===== src/rtl/fetch_unit.sv =====
// fetch_unit: sequential instruction fetch with a prefetch FIFO, valid/ready output and redirect flush.
// Optional FETCH_ALIGN_CHECK_EN: a misaligned redirect target yields one marker entry and halts fetch.
module fetch_unit #(
  parameter logic [31:0] RESET_PC   = 32'h0000_0000,
  parameter int unsigned FIFO_DEPTH = 4
) (
  input  logic        clk,
  input  logic        rst,
  output logic        rom_req,
  output logic [31:0] rom_addr_out,
  input  logic [31:0] rom_data_in,
  input  logic        rom_valid_in,
  input  logic        redirect_valid,
  input  logic [31:0] redirect_pc,
  output logic        inst_valid,
  input  logic        inst_ready,
  output logic [31:0] inst_out,
  output logic [31:0] inst_pc_out
`ifdef FETCH_ALIGN_CHECK_EN
  ,
  output logic        inst_misalign_out
`endif
);
  localparam int unsigned PW = (FIFO_DEPTH > 1) ? $clog2(FIFO_DEPTH) : 1;
  localparam int unsigned CW = PW + 1;
  localparam logic [CW:0] DEPTH_L = (CW+1)'(FIFO_DEPTH);

  logic [31:0]   fetch_pc;
  logic [31:0]   inflight_pc;
  logic          inflight;
  logic          halted;
  logic [31:0]   data_q [FIFO_DEPTH];
  logic [31:0]   pc_q   [FIFO_DEPTH];
  logic [PW-1:0] rd_ptr;
  logic [PW-1:0] wr_ptr;
  logic [CW-1:0] count;
  logic [CW:0]   demand;
  logic          push;
  logic          pop;
  logic [31:0]   target;
`ifdef FETCH_ALIGN_CHECK_EN
  logic          mis_q [FIFO_DEPTH];
  logic          misaligned;
  assign misaligned = redirect_pc[1:0] != 2'b00;
`endif

  // An outstanding request reserves a slot, so a full FIFO can never be overrun.
  assign demand  = {1'b0, count} + {{CW{1'b0}}, inflight};
  assign rom_req = !rst && !redirect_valid && !halted && (demand < DEPTH_L);
  assign rom_addr_out = fetch_pc;

  assign inst_valid  = count != '0;
  assign inst_out    = inst_valid ? data_q[rd_ptr] : '0;
  assign inst_pc_out = inst_valid ? pc_q[rd_ptr]   : '0;
`ifdef FETCH_ALIGN_CHECK_EN
  assign inst_misalign_out = inst_valid ? mis_q[rd_ptr] : 1'b0;
`endif

  assign push   = inflight && rom_valid_in && !redirect_valid;
  assign pop    = inst_valid && inst_ready && !redirect_valid;
  assign target = redirect_pc & 32'hFFFF_FFFC;

  always_ff @(posedge clk or posedge rst) begin
    if (rst) begin
      fetch_pc    <= RESET_PC;
      inflight_pc <= '0;
      inflight    <= 1'b0;
      halted      <= 1'b0;
      rd_ptr      <= '0;
      wr_ptr      <= '0;
      count       <= '0;
      for (int unsigned i = 0; i < FIFO_DEPTH; i++) begin
        data_q[i] <= '0;
        pc_q[i]   <= '0;
`ifdef FETCH_ALIGN_CHECK_EN
        mis_q[i]  <= 1'b0;
`endif
      end
    end else if (redirect_valid) begin
      fetch_pc <= target;
      inflight <= 1'b0;
      halted   <= 1'b0;
      rd_ptr   <= '0;
      wr_ptr   <= '0;
      count    <= '0;
`ifdef FETCH_ALIGN_CHECK_EN
      if (misaligned) begin
        data_q[0] <= '0;
        pc_q[0]   <= redirect_pc;
        mis_q[0]  <= 1'b1;
        wr_ptr    <= PW'(1);
        count     <= CW'(1);
        halted    <= 1'b1;
      end
`endif
    end else begin
      inflight <= rom_req;
      if (rom_req) begin
        fetch_pc    <= fetch_pc + 32'd4;
        inflight_pc <= fetch_pc;
      end
      if (push) begin
        data_q[wr_ptr] <= rom_data_in;
        pc_q[wr_ptr]   <= inflight_pc;
`ifdef FETCH_ALIGN_CHECK_EN
        mis_q[wr_ptr]  <= 1'b0;
`endif
        wr_ptr <= wr_ptr + PW'(1);
      end
      if (pop) rd_ptr <= rd_ptr + PW'(1);
      if (push && !pop)      count <= count + CW'(1);
      else if (pop && !push) count <= count - CW'(1);
    end
  end
endmodule


===== config.mk =====
export PLATFORM = sky130hd
export DESIGN_NAME = fetch_unit
export DESIGN_NICKNAME = d
export VERILOG_FILES = /design/src/rtl/fetch_unit.sv
export SDC_FILE = /design/constraint.sdc
export NUM_CORES = 1
export LEC_CHECK = 0
export BUFFER_PORTS_ARGS = -buffer_cell sky130_fd_sc_hd__clkbuf_2
export CAP_MARGIN = 25
export CELL_PAD_IN_SITES_DETAIL_PLACEMENT = 1
export CELL_PAD_IN_SITES_GLOBAL_PLACEMENT = 1
export CORE_MARGIN = 2
export CORE_UTILIZATION = 52
export DETAILED_ROUTE_END_ITERATION = 7
export GPL_TIMING_DRIVEN = 0
export PLACE_DENSITY_LB_ADDON = 0.1
export SLEW_MARGIN = 30
export SYNTH_ARGS = -nofsm -noshare
export SYNTH_HDL_FRONTEND = slang
export SYNTH_SLANG_ARGS = --single-unit

===== constraint.sdc =====
create_clock -name clk -period 14.9 [get_ports clk]
set_clock_uncertainty 0.1 [all_clocks]
set_input_delay 0 -clock clk [delete_from_list [all_inputs] [get_ports clk]]
set_output_delay 0 -clock clk [all_outputs]
set_load 0.005 [all_outputs]

# Word-level counts from Yosys, hierarchy flattened
# Cells that the tools add are included.
# op_classes
n_addsub,6
n_mul,0
n_div,0
n_lt_le_gt_ge,4
n_eq_ne,0
n_shift,0
mux,22
n_bitwise,3
reduce_logical,20
# op_table
cell,count
$mux 32,9
$bwmux 128,2
$bmux 32 s2,2
$demux 32 s2,1
$add 32x3->32 const B,1
$logic_and 1x1->1,9
$mux 3,3
$mux 2,4
$ge 3x3->1 const B,2
$not 2->3,2
$reduce_bool 2->1,3
$reduce_bool 3->1,2
$add 2x1->2 const B,2
$add 3x1->4,1
$logic_not 1->1,4
$lt 4x3->1 const B,1
$reduce_and 2->1,2
$add 3x1->3 const B,1
$lt 3x1->1 const B,1
$sub 3x1->3 const B,1
$mux 1,1
$not 1->1,1
# totals
regBits,328
latchBits,0
ramBits,0
mem_bits_ro,0
in_bits,69
output_inout_bits,98
wordCells,69
mem_count,0

# Depth between registers and ports, before layout
# Gate-level depths: netlist (run 1).
# depth
ltp_word,7
depth_mapped,8
ltp_nobuf,8

# Worst setup path after synthesis (run 1)
# Ideal clock, no wire load.
# synth_path
path_kind,flip-flop to flip-flop
startpoint,reg inflight
endpoint,reg count[2]
setup_ns,0.132
arrival_ns,2.055
required_time_ns,14.668
setup_slack_ns,12.613
path_stages_with_launch,9
path_buffers,0
period_less_slack_ns,2.287
path_cell_list,dfrtp_1 > nand2_1 > nor2_1 > and2_1 > fa_1 > or3_1 > and3_1 > a211oi_1 > nor2_1
# synth_between
elab_chain_cells,5
word_cells_on_any_way,8
cone_classes,2 x mux; 6 x reduce/logical
# synth_lines
item,line,text
start: declaration,30,logic inflight;
start signal: assignment,97,inflight <= rom_req;
$logic_and 1x1->1 * (2 in a row),59,assign push = inflight && rom_valid_in && !redirect_valid;
$logic_and 1x1->1 or $logic_not 1->1 (tied branches),"111, 112",
$mux 3 or $logic_and 1x1->1 (tied branches),"111, 112",
$mux 3 or $reduce_bool 3->1 (tied branches),n/a,
end signal: assignment,111,if (push && !pop) count <= count + CW'(1);
end signal: assignment,112,else if (pop && !push) count <= count - CW'(1);
end: declaration,36,logic [CW-1:0] count;
# Every way passes the cells marked *; elsewhere a longest branch is shown, timed or not.
# A chain may end at the register's enable or synchronous reset.

# Worst setup path after layout (run 1)
# layout_path
startpoint,reg count[0]
endpoint,out rom_req
# layout_between
elab_chain_cells,3
# layout_lines
item,line,text
$add 3x1->4,48,"assign demand = {1'b0, count} + {{CW{1'b0}}, inflight};"
$lt 4x3->1,49,assign rom_req = !rst && !redirect_valid && !halted && (demand < DEPTH_L);
$logic_and 1x1->1,49,
end: declaration,9,"output logic rom_req,"
# No other way between the ends.

==> results.cfg, run 1 <==
[clocking]
cts_made_buffers = 36
ctsResizeCount = 0
cts_max_path_buffers = 3
cts.sinks = 316
cts_tree = yes
path_clk_slew_ns = 0.06
cts_setup_buffers = 0
insertion_delay_ns = 0.51
cts_max_level = 2
cts_root_buf = clkbuf_16

[global_route]
grt_pass1_wl_mm = 59.1
grtUsageTotal_pct = 26.3
grt_overflow = 0
grt_max_degree = 94
antenna_found_initial = 0
grt_pass1_vias = 10703

[critical_path]
worstSetupStartpointType = flop
r2r_end = inflight_pc[8]
cp-end-kind = output port
r2r_setup_slack_ns = 12.08
crit_fanout = 10
ff2ff_path_depth = 6
critPathLaunch = count[0]
rr_startpoint = count[0]
required_ns = 14.80
worstPathArrival_ns = 3.09
critPathCapture = rom_req
critical_path_class = reg2out

[finish]
postLayoutCellArea_um2 = 17700
area_delta_synth_final_pct = 22.6
final_layout_size_suffix_gt1_share_pct = 42.7
seqCellArea_um2 = 7910
nFillCells = 2620
n_antenna_cell = 0
final_cell_mix = 316 x dfrtp_1, 249 x mux2_2, 159 x clkbuf_2
multiInputGateArea_um2 = 6170
nets = 1389
final_common_cell = dfrtp_1

[detailed_routing]
postRouteAntennaNets = 0
drt_iter0_drc = 423
wl_per_cell_um = 21.3
drt-total-wl_mm = 36.5
routed_via_density = 5.57
drc = 0
num_vias = 9533
dr.pass1.iters = 6

[logic_synthesis]
synth.distinct_cells = 45
yosys_warnings = 0
synth_cells = 1046
netlist.area_leader.share_pct = 54.9
syn_area_per_cell_um2 = 13.8
async_reset_ff_share_pct = 100
synthTopCellsByArea = dfrtp_1 55%, mux2_2 19%, mux4_2 9.7%
synthFlopType = dfrtp_1
synth-seq-cells = 316
synth-seq-area-share_pct = 54.9
syn_area_um2 = 14400
synth_edf_count = 0
synth_top_area_cell = dfrtp_1

[sta]
setup_viol = 0
slew_headroom_pct = 29.9
max_freq_mhz = 314
setup_ws_ns = 11.71
min_period_ns = 3.19
worst_pin_slew_ns = 1.04
finalHoldViolCount = 0
setup_tns_ns = 0
fin_crit_sh_pct = 21.4
timing.hold.ws_ns = 0.0462
slew_viol_final = 0
rsz0062_at_grt = false

[status]
outcome = completed

[power_and_ir_drop]
p_total_w = 0.00281
power_density_nw_per_um2 = 159
ir_drop_v = 0.000112
cellLeakagePower_nw = 8.58

[floorplanning]
die_area_um2 = 29100
start_util_pct = 53.2
dieWidth_um = 170
top_level_ports = 167
rows = 60
coreArea_um2 = 27100
die_h_um = 170

[placed_design]
dpl_worst_slack_ns = 12.27
dp_hpwl_mm = 23.6
gp_congestion = 0.799
place_area_um2 = 15800
port_buffers = 159

[flow_run]
drv_cap = 0

[worst_hold_path]
hp-class = in2reg
[critical path, cell delays in order (launching register included)]
cell and delay, ns:
dfrtp_1 0.42, a311oi_1 0.90, nand2_1 0.35, clkbuf_1 0.31
clkbuf_1 0.36, inv_1 0.12, clkbuf_2 0.12
[repair_timing]
action,in CTS,in global routing
hold endpoints to repair,326,0
setup endpoints to repair,0,0
hold buffers,65,0
[layer usage]
metal	global-route usage, %	vias up	wire length [um]
met4	6.47	0	721
li1	-	4266	-
met2	47.1	227	18800
met3	3.63	54	1380
met5	0	-	0
met1	34.0	4986	15600
[logic make-up after synthesis]
family / synth area share, %
other cells: 0.0260
buf+inv: 2.35
xor+xnor: 1.58
flops: 54.9
compound gates: 1.88
mux: 29.2
fa+ha+maj: 0.573
simple gates: 9.56
[stage by stage]
step	instances	util (%)
floorplan	1049	-
global placement	1580	57.9
detailed placement	1583	58.2
CTS	1711	65.2
global route	1711	65.2
finish	1711	65.2
[cell usage after synthesis, types with 9 or more instances]
| library cell | number |
|---|---|
| and2_1 | 68 |
| buf_2 | 31 |
| clkbuf_1 | 28 |
| dfrtp_1 | 316 |
| inv_1 | 9 |
| mux2_2 | 249 |
| mux4_2 | 62 |
| nand2_1 | 136 |
| nand3_1 | 18 |
| nand4_1 | 13 |
| nor2_1 | 9 |
| o21ai_0 | 18 |
| xnor2_1 | 10 |
| xor2_1 | 16 |
[registers in the layout (all words and copies together) (netlist names)]
name          cells
count             3
data_q          128
inflight          1
inflight_pc      30
pc_q            120
rd_ptr            2
rom_addr_out     30
wr_ptr            2
[power by group]
group / internal (W) / switching (W) / total, W
registers: 0.00102 / 0.000124 / 0.00114
logic: 0.000404 / 0.000340 / 0.000745
clock network: 0.000586 / 0.000338 / 0.000923
total: 0.00201 / 0.000802 / 0.00281
[final cells by class]
class	instances	share of cell area [%]
Buffer	66	1.71
Clock buffer	55	6.13
Clock inverter	8	0.935
Inverter	10	0.255
Multi-Input combinational cell	657	34.9
Sequential cell	316	44.7
Tap cell	372	2.63
Timing Repair Buffer	227	8.65
[worst min path at each step]
stage	start	end	cells after the start
4_1_cts	redirect_valid	rom_addr_out[22]	4
5_1_grt	redirect_valid	rom_addr_out[3]	2
6_report	redirect_valid	rom_addr_out[22]	4
2_1_floorplan	redirect_pc[23]	rom_addr_out[23]	2
3_3_place_gp	redirect_pc[8]	rom_addr_out[8]	3
3_5_place_dp	rst	pc_q[62]	2
No activity file was read; power rests on OpenSTA's default activity.
==> run 2, diff against run 1 <==
--- a/config.mk
+++ b/config.mk
@@ -10,7 +10,7 @@
 export CELL_PAD_IN_SITES_DETAIL_PLACEMENT = 1
 export CELL_PAD_IN_SITES_GLOBAL_PLACEMENT = 1
 export CORE_MARGIN = 2
-export CORE_UTILIZATION = 52
+export CORE_UTILIZATION = 44
 export DETAILED_ROUTE_END_ITERATION = 7
 export GPL_TIMING_DRIVEN = 0
 export PLACE_DENSITY_LB_ADDON = 0.1
==> constraint.sdc (replaced) <==
create_clock -name clk -period 2.81 [get_ports clk]
set_clock_uncertainty 0.1 [all_clocks]
set_input_delay 0 -clock clk [delete_from_list [all_inputs] [get_ports clk]]
set_output_delay 0 -clock clk [all_outputs]
set_load 0.005 [all_outputs]
==> results.cfg, run 2 (synthesis results as in run 1) <==
[critical_path]
rr_startpoint = count[1]
cp_slowest_stage_delay_ns = 0.60
cp_common_cell = clkbuf_1
worstSetupStartpointType = flop
r2r_end = count[2]
critPathCapture = inst_pc_out[5]
r2r_setup_slack_ns = 0.20
worstPathArrival_ns = 2.58
cp_top_family = buffers and inverters
crit_chain = clkbuf_1 > clkbuf_1 > mux4_2 > and2_1 > clkbuf_2
slowest_stage = clkbuf_1
required_ns = 2.71
ff2ff_path_depth = 8
cp_num_buf_inv = 3
crit_fanout = 10
cp-end-kind = output port
crit_cells = 5
critical_path_class = reg2out
critPathLaunch = rd_ptr[1]

[placed_design]
gp_congestion = 0.773
placed_cells = 1663
place_area_um2 = 16100
port_buffers = 159
dp_hpwl_mm = 24.7

[status]
outcome = completed

[finish]
top_regs = data_q: 128 flops, pc_q: 120 flops
regMostFlops = data_q
nFillCells = 3268
multiInputGateArea_um2 = 6190
final_cell_mix = 316 x dfrtp_1, 249 x mux2_2, 162 x clkbuf_2
finalNonFillerCells = 1793
seqCellArea_um2 = 7910
final_layout_size_suffix_gt1_share_pct = 43.7
largest_reg_flops = 128
area_delta_synth_final_pct = 24.9
nets = 1400
postLayoutCellArea_um2 = 18000
final_common_cell = dfrtp_1

[worst_hold_path]
hp-class = in2reg

[clocking]
cts_max_path_buffers = 3
cts_tree = yes
cts.sinks = 316
cts_max_level = 2
path_clk_slew_ns = 0.06
cts_made_buffers = 37
insertion_delay_ns = 0.51
cts_root_buf = clkbuf_16

[global_route]
grt_use_met1_pct = 29.9
use_met2_pct = 37.7
grt-busiest-layer = met2
grt_max_degree = 30
grt_overflow = 0
antenna_found_initial = 1
grt_pass1_vias = 10439
grt_pass1_wl_mm = 57.9
grtUsageTotal_pct = 21.9
met3_usage_pct = 2.97

[power_and_ir_drop]
p_switching_w = 0.00425
seqPwrFrac_pct = 40.5
cellLeakagePower_nw = 8.69
p_comb_share_pct = 26.8
ir_drop_v = 0.000397
power_density_nw_per_um2 = 825
swShare_pct = 28.6
p_int_w = 0.0106
p_clk_share_pct = 32.6

[sta]
worst_pin_slew_ns = 0.696
slew_viol_final = 0
fin_crit_sh_pct = 95.4
finalHoldViolCount = 0
setup_viol = 0
rsz0062_at_grt = true
max_freq_mhz = 373
slew_headroom_pct = 53.6
min_period_ns = 2.68

[detailed_routing]
num_vias = 9445
drt_iter0_drc = 405
drt-total-wl_mm = 36.0
routed_via_density = 5.27
postRouteAntennaNets = 0
dr.pass1.iters = 4
wl_per_cell_um = 20.1
drc = 0

[floorplanning]
die_area_um2 = 34200
top_level_ports = 167
coreArea_um2 = 32400
die_h_um = 185
rows = 66
dieWidth_um = 185
start_util_pct = 44.5

[flow_run]
drv_cap = 0
-- run 2: repair_timing --
item                       in CTS  in global routing
setup endpoints to repair       9                 38
hold buffers                   65                  0
resized for setup               4                  3
setup buffers                   0                  0
hold endpoints to repair      256                  0
-- run 2: tightest hold or removal path: stages --
cell and delay, ns:
clkbuf_1 0.27, nand2_1 0.14, o31a_1 0.11, o21ai_0 0.08
-- run 2: per-layer routing --
metal	share of wire, %	vias up
met4	1.3	0
met3	3.2	32
met5	0	-
li1	-	4289
met1	45	4954
met2	50	170
-- run 2: cell type report --
cell class	count	area share [%]
Buffer	66	1.70
Inverter	10	0.229
Tap cell	442	3.07
Clock inverter	7	0.633
Clock buffer	57	6.29
Sequential cell	316	43.9
Timing Repair Buffer	237	9.69
Antenna cell	1	0.0139
Multi-Input combinational cell	657	34.4
-- run 2: how the worst min path moves through the flow --
| stage | slack (ns) | startpoint | end | depth (start not counted) |
|---|---|---|---|---|
| 4_1_cts | 0.03 | redirect_valid | rom_addr_out[22] | 4 |
| 6_report | 0.06 | redirect_valid | rom_addr_out[22] | 4 |
| 3_5_place_dp | 0.02 | rst | pc_q[123] | 2 |
| 5_1_grt | 0.09 | redirect_valid | rom_addr_out[22] | 4 |
| 3_3_place_gp | 0.11 | redirect_pc[6] | rom_addr_out[6] | 3 |
| 2_1_floorplan | 0.02 | redirect_pc[23] | rom_addr_out[23] | 2 |
-- run 2: metrics by stage --
stage               setup WS, ns  util (%)  hold slack [ns]  setup TNS [ns]  power (W)
CTS                       0.0174      55.5           0.0327               0     0.0151
floorplan                  -1.50         -           0.0199         -474.27    0.00852
global route             -0.0692      55.6           0.0926           -1.12     0.0157
global placement           -3.58      48.7            0.113        -1121.07    0.00988
detailed placement         0.198      49.6           0.0235               0     0.0101
finish                     0.130      55.6           0.0563               0     0.0149
-- run 2: power by group through the flow --
stage	combinational, W	clock, W	sequential, W
floorplan	0.00268	0	0.00584
global route	0.00442	0.00515	0.00615
global placement	0.00383	0	0.00605
detailed placement	0.00399	0	0.00608
CTS	0.00410	0.00498	0.00602
finish	0.00398	0.00485	0.00602
==> run 3, diff against run 2 <==
--- a/config.mk
+++ b/config.mk
@@ -5,8 +5,8 @@
 export SDC_FILE = /design/constraint.sdc
 export NUM_CORES = 1
 export LEC_CHECK = 0
-export BUFFER_PORTS_ARGS = -buffer_cell sky130_fd_sc_hd__clkbuf_2
-export CAP_MARGIN = 25
+export BUFFER_PORTS_ARGS = -buffer_cell sky130_fd_sc_hd__buf_2
+export CAP_MARGIN = 10
 export CELL_PAD_IN_SITES_DETAIL_PLACEMENT = 1
 export CELL_PAD_IN_SITES_GLOBAL_PLACEMENT = 1
 export CORE_MARGIN = 2
==> constraint.sdc (replaced) <==
create_clock -name clk -period 2.2 [get_ports clk]
set_clock_uncertainty 0.1 [all_clocks]
set_input_delay 0 -clock clk [delete_from_list [all_inputs] [get_ports clk]]
set_output_delay 0 -clock clk [all_outputs]
set_load 0.005 [all_outputs]
==> results.cfg, run 3 (synthesis results as in run 1) <==
[finish]
largest_reg_flops = 128
top_regs = data_q: 128 flops, pc_q: 120 flops
n_antenna_cell = 0
final_common_cell = dfrtp_1
nFillCells = 3250
area_delta_synth_final_pct = 27.3
nets = 1415
final_layout_size_suffix_gt1_share_pct = 47.6
regMostFlops = data_q
final_cell_mix = 310 x dfrtp_1, 249 x mux2_2, 184 x buf_2

[clocking]
insertion_delay_ns = 0.51
path_clk_slew_ns = 0.06
cts_max_path_buffers = 3
cts_tree = yes
cts_root_buf = clkbuf_16
cts_made_buffers = 36
cts.sinks = 316
cts_max_level = 2

[critical_path]
critical_path_class = reg2reg
cp-end-kind = flop
required_ns = 2.46
slowest_stage = dfrtp_2
rr_startpoint = count[1]
worstSetupStartpointType = flop
crit_fanout = 4
r2r_end = count[2]
r2r_setup_slack_ns = 0.01
ff2ff_path_depth = 9
crit_chain = or3_4 > nand2_4 > and2_4 > fa_2 > buf_4 > nand3_1 > and3_1 > a211oi_2 > nor2_1
cp_slowest_stage_delay_ns = 0.45
worstPathArrival_ns = 2.45

[detailed_routing]
drt-total-wl_mm = 36.6
num_vias = 9500
drc = 0
postRouteAntennaNets = 0
drt_iter0_drc = 400
dr.pass1.iters = 4
wl_per_cell_um = 20.3
routed_via_density = 5.27

[sta]
fin_crit_sh_pct = 99.4
worst_pin_slew_ns = 0.666
slew_viol_final = 0
setup_ws_ns = 0.0124
finalHoldViolCount = 0
timing.hold.ws_ns = 0.0408
rsz0062_at_grt = true
max_freq_mhz = 457
setup_viol = 0
slew_headroom_pct = 55.6
min_period_ns = 2.19

[placed_design]
dp_hpwl_mm = 24.1
gp_congestion = 0.767
dpl_worst_slack_ns = -0.392
port_buffers = 159

[floorplanning]
coreArea_um2 = 32400
dieWidth_um = 185
die_area_um2 = 34200
rows = 66
die_h_um = 185
top_level_ports = 167
start_util_pct = 44.5

[global_route]
antenna_found_initial = 0
grtUsageTotal_pct = 22.2
grt_pass1_vias = 10457
grt_pass1_wl_mm = 59.0
grt_max_degree = 30
grt_overflow = 0

[flow_run]
drv_cap = 0

[status]
outcome = completed

[worst_hold_path]
hp-class = in2async

[power_and_ir_drop]
power_density_nw_per_um2 = 1060
cellLeakagePower_nw = 8.90
ir_drop_v = 0.000436
run 3: cell count changes in the layout (fill, tap and decap cells not counted), moves of 13 or more:
| cell | previous run | this run |
|---|---|---|
| clkbuf_1 | 31 | 18 |
| buf_2 | 31 | 184 |
| and2_4 | 0 | 15 |
| buf_4 | 4 | 25 |
| and2_1 | 68 | 53 |
| clkbuf_2 | 162 | 4 |
run 3: metal layers:
layer  vias to the layer above  share of wire [%]  GRT usage, %
met1                      4937                 46          31.2
met3                        45                3.6          3.17
met4                         0                1.5          4.25
met5                         -                  0             0
li1                       4345                  -             -
met2                       173                 49          37.2
run 3: final cells by class:
type | instances | area (um2) | share of cell area (%)
Sequential cell | 316 | 7920 | 43.1
Multi-Input combinational cell | 657 | 6270 | 34.2
Timing Repair Buffer | 258 | 1930 | 10.5
Clock buffer | 56 | 1100 | 5.98
Tap cell | 442 | 553 | 3.01
Buffer | 61 | 472 | 2.57
Clock inverter | 3 | 65.1 | 0.355
Inverter | 10 | 41.3 | 0.225
run 3: worst max-delay path: cells and delay by family (launching register included):
kind                     cells  cell delay, ns
AO/OA/AOI/OAI                1            0.14
adder cells (fa/ha/maj)      1            0.20
buffers and inverters        1            0.12
flip-flops                   1            0.45
AND/OR/NAND/NOR              6            1.04
run 3: timing repair:
action / 4_1_cts / 5_1_grt
resized for setup: 69 / 33
endpoints found under the setup margin: 247 / 239
hold buffers: 65 / 0
gates cloned: 0 / 1
buffers inserted: 13 / 7
hold endpoints to repair: 308 / 0
pin swaps: 7 / 7
run 3: metrics by stage:
stage	setup TNS, ns	area (um2)	std cells	total power (W)	util, %
after floorplan	-667.03	14400	1049	0.0109	-
after global placement	-1340.99	15800	1650	0.0126	48.7
after detailed placement	-16.43	16100	1663	0.0128	49.7
after CTS	0	18200	1796	0.0194	56.2
after global routing	-0.684	18300	1803	0.0206	56.7
final	0	18300	1803	0.0195	56.7
run 3: worst max-delay path by stage:
stage                     startpoint          endpoint  slack, ns  cells after the start
final                       count[1]          count[2]       0.01                      9
after global routing        count[1]          count[2]      -0.09                      9
after CTS                  rd_ptr[0]    inst_pc_out[3]      0.004                      5
after detailed placement    inflight  rom_addr_out[26]      -0.39                      5
after global placement           rst        data_q[89]      -4.23                      2
after floorplan                  rst          count[0]      -2.11                      1
run 3: power breakdown:
group / total [W] / internal, W / leakage, nW / switching, W
logic: 0.00584 / 0.00344 / 4.15 / 0.00240
registers: 0.00771 / 0.00688 / 4.18 / 0.000826
clock network: 0.00592 / 0.00363 / 0.571 / 0.00228
total: 0.0195 / 0.0140 / 8.90 / 0.00551
